==> src/rtl/mem_data_arbiter.sv <==
`default_nettype none
// ============================================================================
// Module   : mem_data_arbiter
// Purpose  : Shares one single-port data memory (synchronous write, 1-cycle
//            registered read) between the pipeline MEM stage (port A) and a
//            debug/DMA master (port B). Grants at most one access per cycle,
//            drives the memory control lines and steers the registered read
//            data back to whichever port issued the read. Port A wins by
//            default; a starvation counter hands priority to port B after
//            p_STARVE_LIMIT consecutive denied cycles.
// Ports    : i_clk, i_rst             clock, synchronous active-high reset
//            i_a_* / o_a_*            port A request, grant and read return
//            i_b_* / o_b_*            port B request, grant and read return
//            o_mem_wr_en/addr/wr_data memory write enable, address, data
//            i_mem_rd_data            memory registered read data
// Revision : 1.0  initial release
// ============================================================================
module mem_data_arbiter #(
  parameter int p_WORD_LEN     = 16,
  parameter int p_ADDR_LEN     = 10,
  parameter int p_STARVE_LIMIT = 4
) (
  input  logic                  i_clk,
  input  logic                  i_rst,
  input  logic                  i_a_req,
  input  logic                  i_a_we,
  input  logic [p_ADDR_LEN-1:0] i_a_addr,
  input  logic [p_WORD_LEN-1:0] i_a_wr_data,
  output logic                  o_a_gnt,
  output logic                  o_a_rd_valid,
  output logic [p_WORD_LEN-1:0] o_a_rd_data,
  input  logic                  i_b_req,
  input  logic                  i_b_we,
  input  logic [p_ADDR_LEN-1:0] i_b_addr,
  input  logic [p_WORD_LEN-1:0] i_b_wr_data,
  output logic                  o_b_gnt,
  output logic                  o_b_rd_valid,
  output logic [p_WORD_LEN-1:0] o_b_rd_data,
  output logic                  o_mem_wr_en,
  output logic [p_ADDR_LEN-1:0] o_mem_addr,
  output logic [p_WORD_LEN-1:0] o_mem_wr_data,
  input  logic [p_WORD_LEN-1:0] i_mem_rd_data
);

  localparam int                  c_WAIT_W = $clog2(p_STARVE_LIMIT + 1);
  localparam logic [c_WAIT_W-1:0] c_LIMIT  = c_WAIT_W'(p_STARVE_LIMIT);

  logic [c_WAIT_W-1:0] r_b_wait;
  logic                r_rd_pend_a;
  logic                r_rd_pend_b;
  logic                w_b_prio;
  logic                w_a_gnt;
  logic                w_b_gnt;

  // B only jumps ahead of a requesting A once it has been starved long enough.
  assign w_b_prio = (r_b_wait == c_LIMIT);
  assign w_b_gnt  = ~i_rst & i_b_req & (w_b_prio | ~i_a_req);
  assign w_a_gnt  = ~i_rst & i_a_req & ~w_b_gnt;

  assign o_a_gnt  = w_a_gnt;
  assign o_b_gnt  = w_b_gnt;

  assign o_mem_addr    = w_b_gnt ? i_b_addr    : i_a_addr;
  assign o_mem_wr_data = w_b_gnt ? i_b_wr_data : i_a_wr_data;
  assign o_mem_wr_en   = (w_a_gnt & i_a_we) | (w_b_gnt & i_b_we);

  always_ff @(posedge i_clk) begin
    if (i_rst) begin
      r_b_wait    <= '0;
      r_rd_pend_a <= 1'b0;
      r_rd_pend_b <= 1'b0;
    end else begin
      if (w_b_gnt || !i_b_req) begin
        r_b_wait <= '0;
      end else if (r_b_wait != c_LIMIT) begin
        r_b_wait <= r_b_wait + 1'b1;
      end
      r_rd_pend_a <= w_a_gnt & ~i_a_we;
      r_rd_pend_b <= w_b_gnt & ~i_b_we;
    end
  end

  // A read granted just before reset must not report data while reset is
  // held; the pending flags are cleared by that same reset edge afterwards.
  assign o_a_rd_valid = r_rd_pend_a & ~i_rst;
  assign o_b_rd_valid = r_rd_pend_b & ~i_rst;

  // The memory has a single read port, so both ports see the same data and
  // only the matching valid qualifies it.
  assign o_a_rd_data = i_mem_rd_data;
  assign o_b_rd_data = i_mem_rd_data;

endmodule
`default_nettype wire

==> config.mk <==
export PLATFORM = sky130hd
export DESIGN_NAME = mem_data_arbiter
export DESIGN_NICKNAME = d
export VERILOG_FILES = /design/src/rtl/mem_data_arbiter.sv
export SDC_FILE = /design/constraint.sdc
export NUM_CORES = 1
export LEC_CHECK = 0
export BUFFER_PORTS_ARGS = -buffer_cell sky130_fd_sc_hd__buf_2
export CAP_MARGIN = 5
export CELL_PAD_IN_SITES_DETAIL_PLACEMENT = 0
export CELL_PAD_IN_SITES_GLOBAL_PLACEMENT = 1
export CORE_ASPECT_RATIO = 0.9
export CORE_MARGIN = 2
export CORE_UTILIZATION = 20
export CTS_CLUSTER_DIAMETER = 60
export DETAILED_ROUTE_END_ITERATION = 10
export GPL_ROUTABILITY_DRIVEN = 0
export PLACE_DENSITY = 0.88
export SETUP_SLACK_MARGIN = 0.5
export SLEW_MARGIN = 20
export SYNTH_ARGS = -nofsm -noshare
export SYNTH_HDL_FRONTEND = slang
export SYNTH_SLANG_ARGS = --single-unit
==> constraint.sdc <==
create_clock -name i_clk -period 2.4 [get_ports i_clk]
set_clock_uncertainty 0.15 [all_clocks]
set_input_delay 0.24 -clock i_clk [delete_from_list [all_inputs] [get_ports i_clk]]
set_output_delay 0.24 -clock i_clk [all_outputs]
set_load 0.005 [all_outputs]
==> results.yml <==
sta:
  finalHoldViolations: 0
  setup_viol: 0
  maxSlewHeadroom_pct: 84.2
  drv_slew: 0
  period_minus_slack_ns: 2.10
  rsz0062_at_grt: "true"
  worst_slew_pin_slew_ns: 0.237
  tns_ns: 0
  max_freq_mhz: 476
  fin_crit_sh_pct: 87.5
detailed_routing:
  wl_um: 2250
  via_per_inst: 3.80
  drc: 0
  wl_per_cell_um: 10.2
  first_iter_violations: 5
  vias: 836
  dr.pass1.iters: 3
  ant_nets: 0
critical_path:
  crit_buf_inv: 4
  critPathMaxFanout: 8
  crit_family: "buffers and inverters"
  critical_path.max_stage_delay_ns: 0.31
  cp_cell_sequence: "inv_2 > ha_4 > nand2_4 > a21oi_4 > buf_12 > buf_16 > mux2_4 > buf_6"
  arrival_ns: 1.71
  endpoint_kind: "output pin"
  crit_required_ns: 2.01
  path_class: "flop to output pin"
  setup.worst_path.start_class: "flop"
  slowest_stage: "dfxtp_2"
yosys:
  synthSimpleGateAreaFrac_pct: 9.78
  synth-compound-area-share_pct: 1.72
  synth_xor_xnor_area_share_pct: 0
  yosys_warnings: 0
  syn_area_um2: 947
  synthCells: 89
  synth_seq_cells: 5
  synth-adder-area-share_pct: 2.64
  synth.distinct_cells: 20
  synthMuxAreaShare_pct: 42.9
  synth_top_family_by_area: "multiplexers"
  avgSynthCellArea_um2: 10.6
  syn-num-nets: 165
  yosysSeqAreaShare_pct: 10.6
clock_network:
  clock_sinks: 5
  cts_root_buf: "clkbuf_8"
  numCtsBuffers: 3
  cts-hold-fix-buffers: 0
  tritoncts: "built"
  cts_buffer_depth: 2
  h-tree-depth: 1
  clock_latency_ns: 0.22
  clkTransAtPathRegs_ns: 0.04
pwr:
  finalPower_mw: 0.432
  ir_worst_vdd_mv: 0.226
  leakage_nw: 0.764
  cellPowerDensity_nw_per_um2: 305
placement:
  placed_area_um2: 1200
  io_buffer_count: 88
  hpwl_um: 1750
status:
  status: "completed"
floorplan:
  dieHeight_um: 69.3
  coreArea_um2: 4520
  initial_core_util_pct: 21.0
  num_rows: 23
  die_area_um2: 5300
  pin_count: 137
  fp.dieW_um: 76.5
final_layout:
  regArea_um2: 103
  fillers: 487
  syn_to_final_growth_pct: 49.4
  design_area_um2: 1420
  multi_input_area_um2: 562
  layout-drive-gt1-share_pct: 86.7
  antenna_cells: 0
  nets: 235
flow_run:
  maxCapViolations: 0
grt:
  grt_pass1_wl_um: 3460
  grt_max_degree: 10
  grt_pass1_vias: 813
  gr-total-overflow: 0
  track_usage_pct: 7.96
  antenna_found_initial: 0
worst_hold_path:
  hold_path_class: "primary input to flop"
## layout by cell type, fill, tap and decap left out, drive strengths merged
cell,count
nand2b,2
and4,1
nor2,3
mux2,26
dfxtp,5
mux2i,2
inv,3
a21oi,1
buf,100
nand2,3
ha,2
clkbuf,4
nor3,1
nor2b,3
and2b,1
nor3b,1
## state kept, by name, indices dropped and copies added (netlist names)
signal and count:
r_b_wait 3, r_rd_pend_a 1, r_rd_pend_b 1
## power breakdown
group | total (mW) | internal, mW | switching (mW)
Combinational | 0.189 | 0.130 | 0.0588
Sequential | 0.0866 | 0.0858 | 0.000835
Clock | 0.157 | 0.114 | 0.0425
## logic make-up after synthesis
kind of cell,after synthesis
mux,28
simple gates,15
compound gates,1
fa+ha+maj,2
flops,5
buf+inv,38
## layer usage
metal  GRT usage (%)  routed length [um]
met1            8.24                 849
met2            13.8                1120
met3            3.13                 240
met4            4.44                  33
met5               0                   0
## worst paths after layout
path / from / end / slack, ns / depth (start not counted)
max: r_b_wait[1] / o_mem_wr_data[10] / 0.30 / 8
min: i_b_we / r_rd_pend_b / 0.03 / 2
max reg2reg: r_b_wait[1] / r_rd_pend_b / 0.90 / 8
min reg2reg: r_b_wait[0] / r_b_wait[0] / 0.36 / 2
## cells in the mapped netlist
cell type	count	share of area (%)
buf_8	1	1.6
mux2_4	25	40
nor3_1	1	0.53
and2b_1	1	0.79
nand2b_4	1	1.5
a21oi_4	1	1.7
nand2b_1	1	0.66
mux2i_1	2	2.1
buf_12	2	4.2
nor2_1	3	1.2
dfxtp_1	5	11
inv_1	3	1.2
nor3b_1	1	0.79
nand2_2	1	0.66
buf_4	32	25
nor2b_1	3	2.0
ha_1	2	2.6
nand2_1	2	0.79
mux2_2	1	1.2
and4_1	1	0.92
## worst reg2reg max path: stages (launching register included)
cell     delay (ns)
dfxtp_2        0.31
inv_2          0.06
ha_4           0.14
nand2_4        0.06
a21oi_4        0.23
buf_4          0.16
buf_6          0.10
buf_4          0.11
nor2b_1        0.11
## final cells by class
cell class	instances	area share, %
multi-input combinational	46	39.7
inverter	3	0.796
sequential	5	7.25
tap	62	5.48
timing repair buffer	100	43.6
clock buffer	4	3.18
## metrics by stage
| step | instances | util, % | hold slack (ns) | worst slack (ns) |
|---|---|---|---|---|
| after floorplan | 89 | - | 0.162 | 0.680 |
| after global placement | 206 | 26.5 | 0.262 | 0.395 |
| after detailed placement | 206 | 26.5 | 0.264 | 0.343 |
| after CTS | 219 | 31.0 | 0.0296 | 0.277 |
| after global routing | 220 | 31.3 | 0.0491 | 0.233 |
| final | 220 | 31.3 | 0.0346 | 0.300 |
## repair_timing
item                       4_1_cts  5_1_grt
setup buffers                    8        1
resized for setup               15        1
pin swaps                        3        0
gates cloned                     1        0
setup endpoints to repair       27       29
Power figures use the tool's default switching activity.
